<file path="src/rtl/usb_word_sequencer_if.sv">
`timescale 1ns/1ps
`default_nettype none
// ============================================================================
// Module      : usb_word_sequencer_if
// Description : Signal bundle between the 32-bit data side, the byte-wide
//               USB serializer/deserializer and usb_word_sequencer.
// Revision    : 1.0 - initial release
// ============================================================================
interface usb_word_sequencer_if;
    // transmit side
    logic        output_ready;
    logic [31:0] average_data;
    logic        tx_ready;
    logic [7:0]  data_out;
    logic        shift_out;
    logic        tx_busy;
    // receive side
    logic        new_byte;
    logic [7:0]  data_in;
    logic [31:0] stock_data;
    logic        data_ready;
    logic        rx_error;

    // Environment side: word source, serializer and deserializer
    modport master (
        output output_ready, average_data, tx_ready, new_byte, data_in,
        input  data_out, shift_out, tx_busy, stock_data, data_ready, rx_error
    );

    // Sequencer side
    modport slave (
        input  output_ready, average_data, tx_ready, new_byte, data_in,
        output data_out, shift_out, tx_busy, stock_data, data_ready, rx_error
    );
endinterface
`default_nettype wire

</file>
<file path="src/rtl/usb_word_sequencer.sv">
`timescale 1ns/1ps
`default_nettype none
// ============================================================================
// Module      : usb_word_sequencer
// Description : Splits a 32-bit word into four MSB-first bytes for the USB
//               serializer and packs four received bytes into a 32-bit word,
//               discarding partial receive words that stall too long.
// Revision    : 1.0 - initial release
// ============================================================================
module usb_word_sequencer #(
    parameter int unsigned TIMEOUT_CYCLES = 1000
) (
    input wire                  clk,
    input wire                  n_rst,
    usb_word_sequencer_if.slave bus
);

    localparam logic [1:0]  TX_IDLE  = 2'd0;
    localparam logic [1:0]  TX_LOAD  = 2'd1;
    localparam logic [1:0]  TX_GAP   = 2'd2;
    localparam logic [15:0] TMO_LAST = 16'(TIMEOUT_CYCLES - 1);

    // ------------------------------------------------------------------
    // Transmit path
    // ------------------------------------------------------------------
    logic [1:0]  tx_state_q, tx_state_d;
    logic [31:0] tx_word_q, tx_word_d;
    logic [1:0]  tx_idx_q, tx_idx_d;
    // A granted byte passes through one staging register before it is
    // published on data_out/shift_out, so every output comes from a flop.
    logic        emit_q, emit_d;
    logic [7:0]  emit_byte_q, emit_byte_d;
    logic        emit_last_q, emit_last_d;
    logic [7:0]  data_out_q, data_out_d;
    logic        shift_out_q, shift_out_d;
    logic        tx_busy_q, tx_busy_d;
    logic [7:0]  w_cur_byte;

    // TX state register
    always_ff @(posedge clk or negedge n_rst) begin
        if (!n_rst) tx_state_q <= TX_IDLE;
        else        tx_state_q <= tx_state_d;
    end

    // TX next-state logic; a new request waits until the last strobe retired
    always_comb begin
        tx_state_d = tx_state_q;
        case (tx_state_q)
            TX_IDLE: if (bus.output_ready && !tx_busy_q) tx_state_d = TX_LOAD;
            TX_LOAD: if (bus.tx_ready) tx_state_d = (tx_idx_q == 2'd3) ? TX_IDLE : TX_GAP;
            TX_GAP:  tx_state_d = TX_LOAD;
            default: tx_state_d = TX_IDLE;
        endcase
    end

    // Select the current byte, MSB first
    always_comb begin
        w_cur_byte = tx_word_q[31:24];
        case (tx_idx_q)
            2'd0:    w_cur_byte = tx_word_q[31:24];
            2'd1:    w_cur_byte = tx_word_q[23:16];
            2'd2:    w_cur_byte = tx_word_q[15:8];
            default: w_cur_byte = tx_word_q[7:0];
        endcase
    end

    // TX output/datapath logic: capture, byte grant, strobe publication
    always_comb begin
        tx_word_d   = tx_word_q;
        tx_idx_d    = tx_idx_q;
        emit_d      = 1'b0;
        emit_byte_d = emit_byte_q;
        emit_last_d = 1'b0;
        data_out_d  = data_out_q;
        shift_out_d = 1'b0;
        tx_busy_d   = tx_busy_q;

        if (emit_q) begin
            data_out_d  = emit_byte_q;
            shift_out_d = 1'b1;
            if (emit_last_q) tx_busy_d = 1'b0;
        end

        case (tx_state_q)
            TX_IDLE: begin
                if (bus.output_ready && !tx_busy_q) begin
                    tx_word_d = bus.average_data;
                    tx_idx_d  = 2'd0;
                    tx_busy_d = 1'b1;
                end
            end
            TX_LOAD: begin
                if (bus.tx_ready) begin
                    emit_d      = 1'b1;
                    emit_byte_d = w_cur_byte;
                    emit_last_d = (tx_idx_q == 2'd3);
                end
            end
            TX_GAP:  tx_idx_d = tx_idx_q + 2'd1;
            default: ;
        endcase
    end

    // TX datapath registers
    always_ff @(posedge clk or negedge n_rst) begin
        if (!n_rst) begin
            tx_word_q   <= 32'h0;
            tx_idx_q    <= 2'd0;
            emit_q      <= 1'b0;
            emit_byte_q <= 8'h00;
            emit_last_q <= 1'b0;
            data_out_q  <= 8'h00;
            shift_out_q <= 1'b0;
            tx_busy_q   <= 1'b0;
        end else begin
            tx_word_q   <= tx_word_d;
            tx_idx_q    <= tx_idx_d;
            emit_q      <= emit_d;
            emit_byte_q <= emit_byte_d;
            emit_last_q <= emit_last_d;
            data_out_q  <= data_out_d;
            shift_out_q <= shift_out_d;
            tx_busy_q   <= tx_busy_d;
        end
    end

    // ------------------------------------------------------------------
    // Receive path
    // ------------------------------------------------------------------
    logic [1:0]  cnt_q, cnt_d;
    logic [23:0] rx_shift_q, rx_shift_d;
    logic [15:0] tmo_q, tmo_d;
    logic [31:0] stock_q, stock_d;
    logic        data_ready_q, data_ready_d;
    logic        rx_error_q, rx_error_d;

    // RX packing and stall timeout; an arriving byte always beats the timeout
    always_comb begin
        cnt_d        = cnt_q;
        rx_shift_d   = rx_shift_q;
        tmo_d        = tmo_q;
        stock_d      = stock_q;
        data_ready_d = 1'b0;
        rx_error_d   = 1'b0;
        if (bus.new_byte) begin
            tmo_d = 16'd0;
            if (cnt_q == 2'd3) begin
                stock_d      = {rx_shift_q, bus.data_in};
                data_ready_d = 1'b1;
                cnt_d        = 2'd0;
            end else begin
                rx_shift_d = {rx_shift_q[15:0], bus.data_in};
                cnt_d      = cnt_q + 2'd1;
            end
        end else if (cnt_q != 2'd0) begin
            if (tmo_q == TMO_LAST) begin
                cnt_d      = 2'd0;
                tmo_d      = 16'd0;
                rx_error_d = 1'b1;
            end else begin
                tmo_d = tmo_q + 16'd1;
            end
        end
    end

    // RX registers
    always_ff @(posedge clk or negedge n_rst) begin
        if (!n_rst) begin
            cnt_q        <= 2'd0;
            rx_shift_q   <= 24'h0;
            tmo_q        <= 16'd0;
            stock_q      <= 32'h0;
            data_ready_q <= 1'b0;
            rx_error_q   <= 1'b0;
        end else begin
            cnt_q        <= cnt_d;
            rx_shift_q   <= rx_shift_d;
            tmo_q        <= tmo_d;
            stock_q      <= stock_d;
            data_ready_q <= data_ready_d;
            rx_error_q   <= rx_error_d;
        end
    end

    assign bus.data_out   = data_out_q;
    assign bus.shift_out  = shift_out_q;
    assign bus.tx_busy    = tx_busy_q;
    assign bus.stock_data = stock_q;
    assign bus.data_ready = data_ready_q;
    assign bus.rx_error   = rx_error_q;

endmodule
`default_nettype wire

</file>
<file path="src/flat_wrapper.sv">
// flat-port wrapper written by rule: the top's interface ports become plain ports
module usb_word_sequencer_flat 
#(
    parameter int unsigned TIMEOUT_CYCLES = 1000
)
  (clk, n_rst, bus_output_ready, bus_average_data, bus_tx_ready, bus_new_byte, bus_data_in, bus_data_out, bus_shift_out, bus_tx_busy, bus_stock_data, bus_data_ready, bus_rx_error);
  usb_word_sequencer_if bus_i ();
  input wire clk;
  input wire n_rst;
  input wire logic [$bits(bus_i.output_ready)-1:0] bus_output_ready;
  input wire logic [$bits(bus_i.average_data)-1:0] bus_average_data;
  input wire logic [$bits(bus_i.tx_ready)-1:0] bus_tx_ready;
  input wire logic [$bits(bus_i.new_byte)-1:0] bus_new_byte;
  input wire logic [$bits(bus_i.data_in)-1:0] bus_data_in;
  output wire logic [$bits(bus_i.data_out)-1:0] bus_data_out;
  output wire logic [$bits(bus_i.shift_out)-1:0] bus_shift_out;
  output wire logic [$bits(bus_i.tx_busy)-1:0] bus_tx_busy;
  output wire logic [$bits(bus_i.stock_data)-1:0] bus_stock_data;
  output wire logic [$bits(bus_i.data_ready)-1:0] bus_data_ready;
  output wire logic [$bits(bus_i.rx_error)-1:0] bus_rx_error;
  assign bus_i.output_ready = bus_output_ready;
  assign bus_i.average_data = bus_average_data;
  assign bus_i.tx_ready = bus_tx_ready;
  assign bus_i.new_byte = bus_new_byte;
  assign bus_i.data_in = bus_data_in;
  assign bus_data_out = bus_i.data_out;
  assign bus_shift_out = bus_i.shift_out;
  assign bus_tx_busy = bus_i.tx_busy;
  assign bus_stock_data = bus_i.stock_data;
  assign bus_data_ready = bus_i.data_ready;
  assign bus_rx_error = bus_i.rx_error;
  usb_word_sequencer #(.TIMEOUT_CYCLES(TIMEOUT_CYCLES)) u_core (.clk(clk), .n_rst(n_rst), .bus(bus_i));
endmodule
</file>
<file path="config.mk">
export PLATFORM = sky130hd
export DESIGN_NAME = usb_word_sequencer_flat
export DESIGN_NICKNAME = d
export VERILOG_FILES = /design/src/rtl/usb_word_sequencer_if.sv /design/src/rtl/usb_word_sequencer.sv /design/src/flat_wrapper.sv
export SDC_FILE = /design/constraint.sdc
export NUM_CORES = 1
export LEC_CHECK = 0
export BUFFER_PORTS_ARGS = -buffer_cell sky130_fd_sc_hd__buf_2
export CORE_AREA = 2 2 128 130
export CTS_BUF_LIST = sky130_fd_sc_hd__clkbuf_16
export DETAILED_ROUTE_END_ITERATION = 7
export DIE_AREA = 0 0 130 132
export PLACE_DENSITY = 0.52
export RECOVER_POWER = 100
export SLEW_MARGIN = 40
export SYNTH_ARGS = -nofsm -noshare
export SYNTH_HDL_FRONTEND = slang
export SYNTH_SLANG_ARGS = --single-unit
</file>
<file path="constraint.sdc">
create_clock -name clk -period 2.25 [get_ports clk]
set_input_delay 0.225 -clock clk [delete_from_list [all_inputs] [get_ports clk]]
set_output_delay 0.225 -clock clk [all_outputs]
set_load 0.02 [all_outputs]
</file>
---- Word-level counts from Yosys, hierarchy flattened ----
Cells that the tools add are included.
Widths: inputs -> output; s select.
operators by class
  equality and inequality tests ........... 9
  mux-type cells .......................... 28
  bitwise operators ....................... 1
  reductions and logical operators ........ 15
  $add $sub $neg .......................... 3
operators by type and width
  kind                   count
  $mux 16                3
  $pmux 8 s3             1
  $add 16x1->16 const B  1
  $eq 16x10->1 const B   1
  $mux 2                 8
  $mux 1                 14
  $reduce_and 2->1       7
  $eq 2x2->1 const B     4
  $reduce_bool 2->1      4
  $pmux 2 s3             1
  $add 2x1->2 const B    2
  $eq 2x1->1 const B     2
  $logic_not 2->1        2
  $pmux 2 s2             1
  $ne 2x1->1 const B     1
  $ne 2x2->1 const B     1
  $logic_and 1x1->1      1
  $logic_not 1->1        1
  $not 1->1              1
storage, ports and cells
  flip-flop bits (word level) ............. 132
  word-level logic and storage cells ...... 71

---- Depth between registers and ports, before layout ----
  depth in word-level cells ............... 4
  gate-level depth with buffers ........... 7
  gate-level depth less buffers ........... 6

---- Least setup slack after synthesis ----
No wires, ideal clock.
  path kind ............................... register to register
  start ................................... reg u_core.cnt_q[0]
  end ..................................... reg u_core.tmo_q[6]
  path buffers ............................ 1
  slack ................................... 0.499 ns
  library setup time ...................... 0.121 ns
  data arrival time ....................... 1.630 ns
  stages on the path, launching flop included .. 8
  path through ............................ dfrtp_1 inv_1 ha_1 nor2b_1 clkbuf_1 or4bb_1 xor2_1 nor2_1
on the way
  longest elaborated chain between the ends .. 2
ends and longest elaborated chain
  what                                RTL line                   text
  start, declared                     usb_word_sequencer.sv:130  logic [1:0] cnt_q, cnt_d;
  start signal, assigned              usb_word_sequencer.sv:176  cnt_q <= cnt_d;
  $reduce_bool 2->1                   usb_word_sequencer.sv:155  end else if (cnt_q != 2'd0) begin
  $reduce_bool 2->1 (no source line)  -
  end signal, assigned                usb_word_sequencer.sv:178  tmo_q <= tmo_d;
  end, declared                       usb_word_sequencer.sv:132  logic [15:0] tmo_q, tmo_d;
No other way between the ends.
A chain may end at the register's enable or synchronous reset.

---- Final worst setup path ----
  start ................................... reg u_core.tx_state_q[1]
  end ..................................... reg u_core.tx_idx_q[0]
on the way
  longest elaborated chain between the ends .. 3
  elaborated cells on any way between the ends .. 6
  classes of those cells .................. eq/ne (2); mux (1); reduce/logical (3)
ends and longest elaborated chain
  what                                                                     RTL line                   text
  start, declared                                                          usb_word_sequencer.sv:26   logic [1:0] tx_state_q, tx_state_d;
  start signal, assigned                                                   usb_word_sequencer.sv:42   else tx_state_q <= tx_state_d;
  $logic_not 2->1 / $eq 2x2->1 (equally long branches)                     usb_word_sequencer.sv:84   case (tx_state_q)
  $ne 2x1->1 (no source line) / $reduce_bool 2->1 (equally long branches)  -
  $reduce_and 2->1 (no source line)                                        -
  end signal, assigned                                                     usb_word_sequencer.sv:117  tx_idx_q <= tx_idx_d;
  end, declared                                                            usb_word_sequencer.sv:28   logic [1:0] tx_idx_q, tx_idx_d;
Several ways; a longest one is shown, not always the timed one.

==> results by group <==
Global route
  • Number of global-route vias before repair: 3533
  • Initial antenna violation count: 0
  • First-pass GRT wire length: 18500 um
  • Total track usage: 0.139
  • Largest net degree at the start of global routing: 46
  • Total grt overflow: 0

Worst setup path
  • Crit path DAT: 2.31 ns
  • Crit-path cells: nor4b_4 > clkbuf_2 > nor2_1 > mux2_2
  • Crit Path Class: reg2reg
  • RR Startpoint: u_core.tx_state_q[1]$_DFFE_PN0P_
  • End of the worst register-to-register path: u_core.tx_idx_q[0]$_DFFE_PN0P_
  • CP endpoint kind: register
  • Crit path max fanout: 34
  • R2r setup slk: 0.25 ns
  • Critical path required time: 2.55 ns
  • Slowest CP cell: clkbuf_2
  • R2R depth: 4
  • CP Launch Type: register
  • Max stage delay on crit path: 0.70 ns

Detailed routing
  • Routed WL: 11000 um
  • Routed wire per std cell: 15.3 um
  • Drt drc: 0
  • Post-DR vias/cell: 4.79
  • Post-route ant nets: 0
  • 1st-iter DRT viols: 250
  • TritonRoute pass-1 iters: 5
  • Vias: 3446

Synthesis
  • Sequential fraction of the synthesis area: 0.612
  • Synthesized area: 0.00540 mm2
  • Main combinational cell family by area after synthesis: multiplexers
  • YS warnings: 0
  • Gate Count Post-Synth: 396
  • Post-synth cell types: 42
  • Xor-xnor portion of the synthesized cell area: 0.0146
  • Syn_area_per_cell: 13.6 um2
  • FFs w/ async S/R, synth: 1.00
  • Simple-Gate Fraction of Synth Area: 0.0777
  • Adder-cell area share of the yosys netlist: 0.0185
  • Post-synthesis compound-gate area fraction: 0.0529
  • Post-synth EDFFs: 0
  • Mapped Nets: 449
  • Flops & latches, synth: 132
  • Mux cell area share after synthesis: 0.202
  • Synth Flop Type: dfrtp_1

Clock tree
  • Setup bufs post-CTS: 0
  • Post-CTS Hold Fix Bufs: 1
  • Clk_lat worst skew: 0.42 ns
  • H-tree levels: 4
  • Worst-path clk slew: 0.06 ns
  • PostCTS Resize Cnt: 0
  • Clk buf depth: 2
  • Total CTS buffers: 17
  • Clock net sink count: 132
  • CTS Root Cell: clkbuf_16
  • TritonCTS clock tree: yes

Placement
  • Gpl congestion: 0.803
  • Input/output buffers: 88
  • HPWL after detailed placement: 7460 um
  • DP Area: 0.00613 mm2

Die
  • Row cnt: 46
  • Die X: 130 um
  • Ports: 89
  • Die Area: 0.0172 mm2
  • Die Y: 132 um
  • Core area: 0.0157 mm2
  • Starting Density: 0.343

Run status
  • Status: finished, final reports clean

Timing
  • Final Hold Fails: 0
  • Clk_skew: 0.0105 ns
  • Relative slew slack: 0.380
  • Worst Tran Pin Value: 0.931 ns
  • Unrepaired setup endpoints after global routing: no
  • Setup tns final: 0 ns
  • Final setup viols: 0
  • Max Clk Rate: 0.500 GHz
  • Slew Viols, Final: 0
  • Final worst path period need: 2.00 ns
  • Min Hold Slack: 0.0315 ns
  • Final worst-path cycle share: 0.889

Finish
  • Fin nets: 546
  • Design Area, Final: 0.00663 mm2
  • Share of cells above drive strength 1: 0.357
  • Area Growth Syn to Fin: 22.8%
  • Final core utilization: 0.422
  • N_diodes: 0
  • Commonest non-fill, non-tap cells in the layout: 132 x dfrtp_1, 97 x mux2_2, 45 x clkbuf_1
  • Most common cell after layout, fill and taps aside: dfrtp_1

Min path
  • Hold Path Sink: u_core.tx_word_q[1]$_DFFE_PN0P_
  • Min-delay src: bus_average_data[1]
  • HP Class: in2reg
  • WHS Path Cells: 2

Power and ir drop
  • Worst VDD drop: 0.567 mV
  • Total power divided by cell area: 1430 mW/mm2
  • Leakage: 2.93 nW

Flow run
  • Max Cap Viol: 0
-- per-stage QoR --
step                setup WS (ns)  std cells  power [mW]
floorplan                   0.499        396        5.87
global placement            0.377        689        6.77
detailed placement          0.352        689        6.86
CTS                         0.359        720        9.72
global route                0.103        720        10.1
finish                      0.249        720        9.50
-- worst max path at each step --
stage | from | end | cells after the start
global placement | u_core.cnt_q[0]$_DFFE_PN0P_ | u_core.tmo_q[6]$_DFFE_PN0P_ | 6
floorplan | u_core.cnt_q[0]$_DFFE_PN0P_ | u_core.tmo_q[6]$_DFFE_PN0P_ | 7
CTS | u_core.tmo_q[0]$_DFFE_PN0P_ | u_core.tmo_q[14]$_DFFE_PN0P_ | 5
global route | u_core.tx_state_q[1]$_DFFE_PN0P_ | u_core.tx_idx_q[0]$_DFFE_PN0P_ | 4
finish | u_core.tx_state_q[1]$_DFFE_PN0P_ | u_core.tx_idx_q[0]$_DFFE_PN0P_ | 4
detailed placement | u_core.tmo_q[0]$_DFFE_PN0P_ | u_core.tmo_q[14]$_DFFE_PN0P_ | 5
-- cells by family (layout without fill, tap and decap cells) --
family	Yosys count	in the layout
flops	132	132
xor+xnor	9	9
fa+ha+maj	8	8
simple gates	77	77
mux	97	97
buf+inv	29	137
compound gates	44	44
-- worst max-delay path: cells and delay by family, from the launching register on --
| family | cells | cell delay [ns] |
|---|---|---|
| DFF | 1 | 0.41 |
| and+or+nand+nor | 2 | 0.46 |
| buffers and inverters | 1 | 0.70 |
| muxes | 1 | 0.30 |
-- synth_stat cells, drive strengths merged, types with 5 or more instances --
| master | n | area (um2) |
|---|---|---|
| a21oi | 14 | 70.1 |
| a222oi | 8 | 80.1 |
| buf | 10 | 46.3 |
| clkbuf | 9 | 33.8 |
| dfrtp | 132 | 3300 |
| ha | 8 | 100 |
| inv | 10 | 37.5 |
| mux2 | 97 | 1090 |
| nand2 | 17 | 63.8 |
| nand4 | 6 | 43.8 |
| nor2 | 21 | 78.8 |
| nor3 | 5 | 25.0 |
| o21ai | 12 | 60.1 |
| xnor2 | 5 | 43.8 |
-- where the power goes --
group	total [mW]	internal, mW	leakage (nW)	switching [mW]
clock network	2.82	1.82	0.302	0.995
logic	2.74	1.27	0.995	1.47
registers	3.94	3.36	1.63	0.588
total	9.50	6.44	2.93	3.05
-- metal layers --
layer  routed length (um)  track usage  vias up  share of wire
li1                     -            -     1615              -
met1                 5280        0.195     1729           0.48
met2                 5000        0.197       91           0.45
met3                  567       0.0467       11          0.051
met4                  168       0.0573        0          0.015
met5                    0            0        -              0
-- flip-flops by register name, indices dropped and copies added, names as in the netlist --
name	count
u_core.tmo_q	16
u_core.tx_state_q	2
u_core.emit_last_q	1
u_core.cnt_q	2
u_core.bus.data_ready	1
u_core.tx_word_q	32
u_core.bus.rx_error	1
u_core.bus.data_out	8
u_core.emit_byte_q	8
u_core.tx_idx_q	2
u_core.bus.stock_data	32
u_core.bus.tx_busy	1
u_core.bus.shift_out	1
u_core.emit_q	1
u_core.rx_shift_q	24
-- cell type report --
cell class              count  area (um2)
inverters                  10        37.5
well taps                 216         270
clock buffers              17         425
fillers                  1503        9080
repair buffers             97         439
flip-flops and latches    132        3300
clock inverters            13         169
multi-input cells         235        1980
Power figures use the tool's default switching activity.
